[config.mk]
export PLATFORM = sky130hd
export DESIGN_NAME = spi_master_param
export DESIGN_NICKNAME = d
export VERILOG_FILES = /design/src/rtl/spi_pkg.sv /design/src/rtl/spi_sck_gen.sv /design/src/rtl/spi_master_param.sv
export SDC_FILE = /design/constraint.sdc
export NUM_CORES = 1
export LEC_CHECK = 0
export CAP_MARGIN = 20
export CORE_AREA = 5 5 86 88
export DETAILED_ROUTE_END_ITERATION = 10
export DIE_AREA = 0 0 91 93
export SLEW_MARGIN = 30
export SYNTH_ARGS = -nofsm -noshare
export SYNTH_HDL_FRONTEND = slang
export SYNTH_SLANG_ARGS = --single-unit
[constraint.sdc]
create_clock -name clk -period 4 [get_ports clk]
set_input_delay 0.4 -clock clk [delete_from_list [all_inputs] [get_ports clk]]
set_output_delay 0.4 -clock clk [all_outputs]
set_load 0.1 [all_outputs]
[src/rtl/spi_pkg.sv]
// Shared types and helpers for the parametrised SPI master.
package spi_pkg;

  typedef enum logic [2:0] {
    IDLE,
    CS_SETUP,
    XFER,
    CS_HOLD,
    BURST_WAIT
  } spi_state_e;

  // {cpol, cpha}
  localparam logic [1:0] SPI_MODE0 = 2'b00;
  localparam logic [1:0] SPI_MODE1 = 2'b01;
  localparam logic [1:0] SPI_MODE2 = 2'b10;
  localparam logic [1:0] SPI_MODE3 = 2'b11;

  function automatic int cs_width(input int n);
    return (n > 1) ? $clog2(n) : 1;
  endfunction

endpackage

[src/rtl/spi_sck_gen.sv]
// SCK half-period generator: toggles sck every CLK_DIV cycles while enabled,
// parks it at cpol otherwise, and flags leading/trailing edges one cycle ahead.
module spi_sck_gen #(
  parameter int CLK_DIV = 13
) (
  input  logic clk,
  input  logic rst,
  input  logic en,
  input  logic cpol,
  output logic sck,
  output logic lead_edge,
  output logic trail_edge
);

  localparam int CW = (CLK_DIV > 1) ? $clog2(CLK_DIV) : 1;

  logic [CW-1:0] cnt;
  logic          tick;

  assign tick       = en && (cnt == CW'(CLK_DIV - 1));
  // sck still at its idle level means the coming toggle is the leading edge
  assign lead_edge  = tick && (sck == cpol);
  assign trail_edge = tick && (sck != cpol);

  always_ff @(posedge clk or negedge rst) begin
    if (!rst) begin
      cnt <= '0;
      sck <= 1'b0;
    end else if (!en) begin
      cnt <= '0;
      sck <= cpol;
    end else if (tick) begin
      cnt <= '0;
      sck <= ~sck;
    end else begin
      cnt <= cnt + 1'b1;
    end
  end

endmodule

[src/rtl/spi_master_param.sv]
// Full-duplex SPI master: DATA_W-bit words, run-time CPOL/CPHA, NUM_CS selects,
// CS-held bursts. Define SPI_LSB_FIRST_EN to add the lsb_first port.
module spi_master_param
  import spi_pkg::*;
#(
  parameter int DATA_W  = 8,
  parameter int CLK_DIV = 13,
  parameter int NUM_CS  = 1,
  parameter int CS_W    = cs_width(NUM_CS)
) (
  input  logic              clk,
  input  logic              rst,
  input  logic              start,
  input  logic [DATA_W-1:0] data_in,
  input  logic              cpol,
  input  logic              cpha,
  input  logic [CS_W-1:0]   cs_sel,
  input  logic              hold_cs,
`ifdef SPI_LSB_FIRST_EN
  input  logic              lsb_first,
`endif
  input  logic              miso,
  output logic              mosi,
  output logic              sck,
  output logic [NUM_CS-1:0] cs_n,
  output logic              busy,
  output logic              new_data,
  output logic [DATA_W-1:0] data_out
);

  localparam int PW = (CLK_DIV > 1) ? $clog2(CLK_DIV) : 1;
  localparam int BW = $clog2(DATA_W);

  spi_state_e        state, state_nx;
  logic [PW-1:0]     ph_cnt;
  logic [BW-1:0]     bit_cnt;
  logic              cpol_q, cpha_q, hold_q, lsb_q, lsb_nx;
  logic [CS_W-1:0]   cs_q, cs_nx;
  logic [DATA_W-1:0] tx_sr, rx_sr, rx_next;
  logic              new_frame, accept, ph_last, done, tx_cpha;
  logic              lead_edge, trail_edge, shift_edge, sample_edge;
  logic              busy_d;
  logic [NUM_CS-1:0] cs_n_d;

`ifdef SPI_LSB_FIRST_EN
  assign lsb_nx = lsb_first;
`else
  assign lsb_nx = 1'b0;
`endif

  function automatic logic tx_first(input logic [DATA_W-1:0] d, input logic lsb);
    return lsb ? d[0] : d[DATA_W-1];
  endfunction

  function automatic logic [DATA_W-1:0] tx_shift(input logic [DATA_W-1:0] d, input logic lsb);
    return lsb ? (d >> 1) : (d << 1);
  endfunction

  assign new_frame   = start && (state == IDLE);
  assign accept      = start && ((state == IDLE) || (state == BURST_WAIT));
  assign tx_cpha     = new_frame ? cpha : cpha_q;
  assign ph_last     = (ph_cnt == PW'(CLK_DIV - 1));
  assign shift_edge  = cpha_q ? lead_edge : trail_edge;
  assign sample_edge = cpha_q ? trail_edge : lead_edge;
  assign done        = trail_edge && (bit_cnt == BW'(DATA_W - 1));
  assign rx_next     = lsb_q ? {miso, rx_sr[DATA_W-1:1]} : {rx_sr[DATA_W-2:0], miso};

  spi_sck_gen #(.CLK_DIV(CLK_DIV)) u_sck_gen (
    .clk        (clk),
    .rst        (rst),
    .en         (state == XFER),
    .cpol       ((state == IDLE) ? cpol : cpol_q),
    .sck        (sck),
    .lead_edge  (lead_edge),
    .trail_edge (trail_edge)
  );

  always_ff @(posedge clk or negedge rst) begin
    if (!rst) begin
      state <= IDLE;
      busy  <= 1'b0;
      cs_n  <= '1;
    end else begin
      state <= state_nx;
      busy  <= busy_d;
      cs_n  <= cs_n_d;
    end
  end

  always_comb begin
    state_nx = state;
    case (state)
      IDLE:       if (start)   state_nx = CS_SETUP;
      CS_SETUP:   if (ph_last) state_nx = XFER;
      XFER:       if (done)    state_nx = hold_q ? BURST_WAIT : CS_HOLD;
      CS_HOLD:    if (ph_last) state_nx = IDLE;
      BURST_WAIT: if (start)   state_nx = XFER;
      default:                 state_nx = IDLE;
    endcase
  end

  // Registered outputs are computed from the next state so they line up with it
  always_comb begin
    busy_d = (state_nx == CS_SETUP) || (state_nx == XFER) || (state_nx == CS_HOLD);
    cs_nx  = new_frame ? cs_sel : cs_q;
    cs_n_d = '1;
    if (state_nx != IDLE)
      for (int i = 0; i < NUM_CS; i++)
        if (cs_nx == CS_W'(i)) cs_n_d[i] = 1'b0;
  end

  always_ff @(posedge clk or negedge rst) begin
    if (!rst) ph_cnt <= '0;
    else if (((state == CS_SETUP) || (state == CS_HOLD)) && (state_nx == state))
      ph_cnt <= ph_cnt + 1'b1;
    else ph_cnt <= '0;
  end

  always_ff @(posedge clk or negedge rst) begin
    if (!rst) begin
      mosi     <= 1'b0;
      new_data <= 1'b0;
      data_out <= '0;
      tx_sr    <= '0;
      rx_sr    <= '0;
      bit_cnt  <= '0;
      cpol_q   <= 1'b0;
      cpha_q   <= 1'b0;
      hold_q   <= 1'b0;
      lsb_q    <= 1'b0;
      cs_q     <= '0;
    end else begin
      new_data <= done;
      // with cpha=1 the last bit is sampled on the very edge that ends the word
      if (done) data_out <= cpha_q ? rx_next : rx_sr;
      if (sample_edge) rx_sr <= rx_next;
      if (trail_edge) bit_cnt <= bit_cnt + 1'b1;
      if (accept) begin
        bit_cnt <= '0;
        hold_q  <= hold_cs;
        lsb_q   <= lsb_nx;
        if (new_frame) begin
          cpol_q <= cpol;
          cpha_q <= cpha;
          cs_q   <= cs_sel;
        end
        if (!tx_cpha) begin
          mosi  <= tx_first(data_in, lsb_nx);
          tx_sr <= tx_shift(data_in, lsb_nx);
        end else begin
          tx_sr <= data_in;
        end
      end else if (shift_edge) begin
        mosi  <= tx_first(tx_sr, lsb_q);
        tx_sr <= tx_shift(tx_sr, lsb_q);
      end
    end
  end

endmodule

==> flow_metrics.env, run 1 <==
export IMPL_syn_nets=247
export IMPL_netlist_area_mm2=0.00233
export IMPL_grt_total_usage_pct=11.5
export IMPL_drv_cap=0
export IMPL_status="completed"
export IMPL_rsz0062_at_grt="false"
export IMPL_clk_latency_ns=0.31
export IMPL_place_area_mm2=0.00266
export IMPL_ys_seq_area_share_pct=50.5
export IMPL_ys_ff_latch=47
export IMPL_cts_resized=0
export IMPL_ant_nets=0
export IMPL_postCtsHoldBufs=0
export IMPL_design_area_mm2=0.00275
export IMPL_io_pin_count=29
export IMPL_nets=272
export IMPL_initial_core_util_pct=35.5
export IMPL_final_cell_mix="46 x dfrtp_1, 27 x clkdlybuf4s50_1, 23 x nor2_1"
export IMPL_grt_start_max_net_pins=48
export IMPL_drcViolationCount=0
export IMPL_layout_commonest_cell="dfrtp_1"
export IMPL_overflow=0
export IMPL_avgSynthCellArea_um2=10.4
export IMPL_via_count=1679
export IMPL_grt_pass1_wl_um=7890
export IMPL_routed_via_density=5.07
export IMPL_clk_path_buf_depth=2
export IMPL_path_max_fanout=18
export IMPL_cp_end_kind="flop"
export IMPL_synthDistinctLibCells=44
export IMPL_htreeDepth=2
export IMPL_gp_congestion=0.840
export IMPL_criticalPathCategory="reg2reg"
export IMPL_p_leak_uw=0.00127
export IMPL_yosys_top_cells_area="dfrtp_1 49%, mux2_2 5.8%, mux2i_1 5.6%"
export IMPL_num_fill_cells=647
export IMPL_hold_path_class="in2async"
export IMPL_crit_family="multiplexers"
export IMPL_fin_ws_ns=1.30
export IMPL_critPathSlowestCell="dfrtp_1"
export IMPL_core_mm2=0.00657
export IMPL_synth_warnings=0
export IMPL_clockRootBuffer="clkbuf_8"
export IMPL_die_w_um=91
export IMPL_crit_required_ns=4.20
export IMPL_crit_buf_inv=1
export IMPL_worstMarginPinSlew_ns=0.990
export IMPL_postCtsSetupBuffers=0
export IMPL_drt_iter0_drc=56
export IMPL_ys_flop_type="dfrtp_1"
export IMPL_clkSinkCount=47
export IMPL_dieArea_mm2=0.00846
export IMPL_relSlewSlack_pct=33.8
export IMPL_setup_viol=0
export IMPL_power_density_mw_per_mm2=572
export IMPL_synth_async_sr_flop_share_pct=100
export IMPL_wl_per_cell_um=13.8
export IMPL_routed_wl_um=4560
export IMPL_fin_setup_tns_ns=0
export IMPL_cts_tree="yes"
export IMPL_drtPass1Iterations=4
export IMPL_synth_top_area_share_pct=49.4
export IMPL_max_freq_ghz=0.370
export IMPL_synthCells=225
export IMPL_slowest_delay_ns=0.57
export IMPL_place_ws_ns=1.03
export IMPL_worst_clock_skew_ns=0.00560
export IMPL_cp_arrival_ns=2.90
export IMPL_fin_crit_ns=2.70
export IMPL_yosysTopAreaCell="dfrtp_1"
export IMPL_drive_above_1_share_pct=12.4
export IMPL_crit_top_cell="mux2i_1"
export IMPL_ir_drop_mv=0.351
export IMPL_drv_slew=0
export IMPL_die_h_um=93
export IMPL_port_buffers=28
export IMPL_grt_antenna_before_repair=0
export IMPL_hold_viol_final=0
export IMPL_grt_pass1_vias=1679
export IMPL_cts_buffers=5
export IMPL_diodes=0
export IMPL_clk_pin_slew_ns=0.09
export IMPL_rows=30
export IMPL_dp_hpwl_um=3180
export IMPL_synth_edf_count=0
export IMPL_synthToLayoutAreaGrowth_pct=17.9
export IMPL_reg2reg_slack_ns=1.30
export IMPL_cp_cell_sequence="nor4b_2, mux2i_1, clkinv_1, mux2i_1, o21ai_0, mux2_2"
export IMPL_start_kind="flop"
export IMPL_fin_crit_sh_pct=67.5
stage by stage:
stage / utilization, % / total power (uW) / hold slack (ns) / instances
after floorplan: - / 1150 / 0.104 / 225
after global placement: 40.4 / 1270 / 0.471 / 323
after detailed placement: 40.4 / 1290 / 0.459 / 323
after CTS: 41.9 / 1590 / 0.115 / 331
after global routing: 41.9 / 1680 / 0.150 / 331
final: 41.9 / 1570 / 0.0881 / 331
flip-flops by register name, summed over array words and instances, names as in the netlist:
signal         cells
cpol_q             1
mosi               1
ph_cnt             4
u_sck_gen.cnt      4
rx_sr              8
cpha_q             1
new_data           1
bit_cnt            3
busy               1
tx_sr              8
state              3
data_out           8
cs_q               1
u_sck_gen.sck      1
cs_n               1
hold_q             1
synthesized netlist by cell type, types with 3 or more instances:
cell type / count
a21oi_1: 19
ha_1: 6
xnor2_1: 3
a211o_1: 6
xor2_1: 3
dfrtp_1: 46
mux2_2: 12
o21ai_0: 12
nand2_1: 18
buf_2: 3
mux2i_1: 13
inv_1: 9
and3_1: 4
clkbuf_1: 4
nor2_1: 23
nand3_1: 10
path summary, 6_finish.rpt:
kind / cells past startpoint / start / endpoint
hold / removal: 1 / rst / data_out[7]$_DFFE_PN0N_
max in group asynchronous: 1 / rst / u_sck_gen.cnt[0]$_DFF_PN0_
setup / recovery: 6 / state[1]$_DFF_PN0_ / tx_sr[7]$_DFFE_PN0P_
hold reg to reg: 1 / ph_cnt[0]$_DFF_PN0_ / ph_cnt[0]$_DFF_PN0_
min in group clk: 1 / ph_cnt[0]$_DFF_PN0_ / ph_cnt[0]$_DFF_PN0_
setup reg to reg: 6 / state[1]$_DFF_PN0_ / tx_sr[7]$_DFFE_PN0P_
logic make-up (layout without fill, tap and decap cells):
logic type	after synthesis	in the layout	synth area share, %
and+or+nand+nor	73	73	16.0
AOI/OAI and AO/OA	47	47	12.3
DFF	47	47	50.5
muxes	25	25	11.4
buffers and inverters	21	47	4.34
adders and majority gates	6	6	3.22
xor gates and xnor gates	6	6	2.25
power by group:
| part | leakage, uW | total, uW | switching [uW] | internal (uW) |
|---|---|---|---|---|
| Sequential | 0.000607 | 709 | 127 | 582 |
| Combinational | 0.000615 | 565 | 338 | 226 |
| Clock | 0.0000443 | 299 | 174 | 125 |
| Total | 0.00127 | 1570 | 640 | 933 |
metal layers:
| metal | vias up | part of all wire, % | track usage, % |
|---|---|---|---|
| li1 | 835 | - | - |
| met5 | - | 0 | 0 |
| met1 | 814 | 49 | 14.3 |
| met3 | 8 | 3.5 | 2.49 |
| met4 | 0 | 1.7 | 4.77 |
| met2 | 22 | 45 | 19.4 |
final cells by class:
class | instances | area, um2 | share of cell area, %
inverters | 10 | 37.5 | 1.36
well taps | 80 | 100 | 3.64
repair buffers | 29 | 285 | 10.4
flip-flops and latches | 47 | 1180 | 42.8
clock buffers | 5 | 68.8 | 2.50
clock inverters | 3 | 25.0 | 0.910
multi-input cells | 157 | 1060 | 38.4
Note: power is estimated with default switching activity, not from simulation.
==> inputs of run 2 (changes only) <==
Clock period 4 ns to 2.44 ns, I/O delays scaled along.
==> run 2 against run 1 <==
  * Routed wire length rose by 1.7%
  * Hold slack gained 0.30 ns
  * Clock skew fell by 0.0017 ns
  * First-iteration DRC count grew 48%
  * Utilization is 1.6 points higher
  * Sequential share of layout area fell by 1.6 points
  * Die area stayed put
  * Sequential power up 55%
  * Critical path depth is 1 lower
  * Largest cell class unchanged
==> flow_metrics.env, run 2 (same netlist as run 1, synthesis figures left out) <==
export IMPL_io_pin_count=29
export IMPL_die_w_um=91
export IMPL_status="completed"
export IMPL_reg2reg_slack_ns=0.26
export IMPL_ir_drop_mv=0.676
export IMPL_drv_cap=0
export IMPL_routed_via_density=5.03
export IMPL_fin_crit_ns=2.18
export IMPL_grt_start_max_net_pins=32
export IMPL_drv_slew=0
export IMPL_rsz0062_at_grt="false"
export IMPL_path_max_fanout=13
export IMPL_overflow=0
export IMPL_startpoint="state[0]$_DFF_PN0_"
export IMPL_core_mm2=0.00657
export IMPL_gp_congestion=0.736
export IMPL_final_cell_mix="46 x dfrtp_1, 29 x buf_4, 23 x nor2_1"
export IMPL_dieArea_mm2=0.00846
export IMPL_htreeDepth=2
export IMPL_clk_pin_slew_ns=0.09
export IMPL_clk_latency_ns=0.30
export IMPL_p_leak_uw=0.00138
export IMPL_synthToLayoutAreaGrowth_pct=22.4
export IMPL_crit_required_ns=2.63
export IMPL_layout_commonest_cell="dfrtp_1"
export IMPL_routed_wl_um=4640
export IMPL_ant_nets=0
export IMPL_setup_viol=0
export IMPL_grt_pass1_vias=1724
export IMPL_clk_path_buf_depth=2
export IMPL_power_density_mw_per_mm2=960
export IMPL_worst_clock_skew_ns=0.00388
export IMPL_drive_above_1_share_pct=21.7
export IMPL_p_total_uw=2740
export IMPL_cts_tree="yes"
export IMPL_port_buffers=28
export IMPL_fin_setup_tns_ns=0
export IMPL_nets=288
export IMPL_rows=30
export IMPL_cp_end_kind="flop"
export IMPL_clockRootBuffer="clkbuf_8"
export IMPL_reg2reg_from="state[0]$_DFF_PN0_"
export IMPL_die_h_um=93
export IMPL_wl_per_cell_um=13.4
export IMPL_grt_antenna_before_repair=0
export IMPL_reg_largest_list="data_out (8), rx_sr (8), tx_sr (8)"
export IMPL_diodes=0
export IMPL_grt_total_usage_pct=12.0
export IMPL_via_count=1745
export IMPL_drtPass1Iterations=4
export IMPL_max_freq_ghz=0.459
export IMPL_cts_buffers=5
export IMPL_clkSinkCount=47
export IMPL_initial_core_util_pct=35.5
export IMPL_grt_pass1_wl_um=8450
export IMPL_hold_path_class="in2async"
export IMPL_drcViolationCount=0
export IMPL_fin_crit_sh_pct=89.4
export IMPL_postCtsSetupBuffers=0
export IMPL_start_kind="flop"
export IMPL_cp_arrival_ns=2.37
export IMPL_worstMarginPinSlew_ns=0.511
export IMPL_drt_iter0_drc=83
export IMPL_relSlewSlack_pct=65.8
export IMPL_criticalPathCategory="reg2reg"
export IMPL_hold_viol_final=0
export IMPL_dp_hpwl_um=3410
-- run 2: final timing paths --
| kind | cells past startpoint | end |
|---|---|---|
| worst max-delay path | 5 | tx_sr[7]$_DFFE_PN0P_ |
| worst min-delay path | 2 | data_out[5]$_DFFE_PN0N_ |
| worst max register to register | 5 | tx_sr[7]$_DFFE_PN0P_ |
| worst min register to register | 1 | ph_cnt[0]$_DFF_PN0_ |
| max in group asynchronous | 3 | state[1]$_DFF_PN0_ |
| min in group clk | 1 | ph_cnt[0]$_DFF_PN0_ |
-- run 2: final cells by class --
class	instances	area [um2]
Tap cell	80	100
Sequential cell	47	1180
Timing Repair Buffer	45	373
Fill cell	634	3710
Clock inverter	3	43.8
Inverter	10	37.5
Clock buffer	5	68.8
Multi-Input combinational cell	157	1050
-- run 2: routing by layer --
metal	GRT usage, %	routed length, um
met2	19.8	2260
met3	2.41	166
met4	3.67	29
met5	0	0
met1	16.0	2180
-- run 2: timing repair --
| item | 4_1_cts | 5_1_grt |
|---|---|---|
| gates resized for setup | 0 | 0 |
| endpoints found under the hold margin | 15 | 0 |
| hold buffers | 1 | 0 |
-- run 2: report_power, final --
group | total [uW] | leakage [uW] | internal [uW] | switching (uW)
Combinational | 1060 | 0.000712 | 437 | 628
Clock | 572 | 0.0000581 | 305 | 267
Sequential | 1100 | 0.000607 | 955 | 149
-- run 2: metrics by stage --
stage	setup WS [ns]	util (%)	hold slack (ns)	area (um2)	cells
2_1_floorplan	0.215	-	-0.0516	2330	225
3_3_place_gp	0.103	41.6	0.189	2730	338
3_5_place_dp	0.0813	41.6	0.190	2730	338
4_1_cts	0.236	43.4	0.389	2850	347
5_1_grt	0.00425	43.4	0.421	2850	347
6_report	0.260	43.4	0.385	2850	347
-- run 2: worst max-delay path, cell delays in order (launching register included) --
cell and delay (ns):
dfrtp_1 0.49, buf_4 0.21, o31ai_1 0.32, a21oi_1 0.18, nor3_4 0.47, mux2_2 0.40
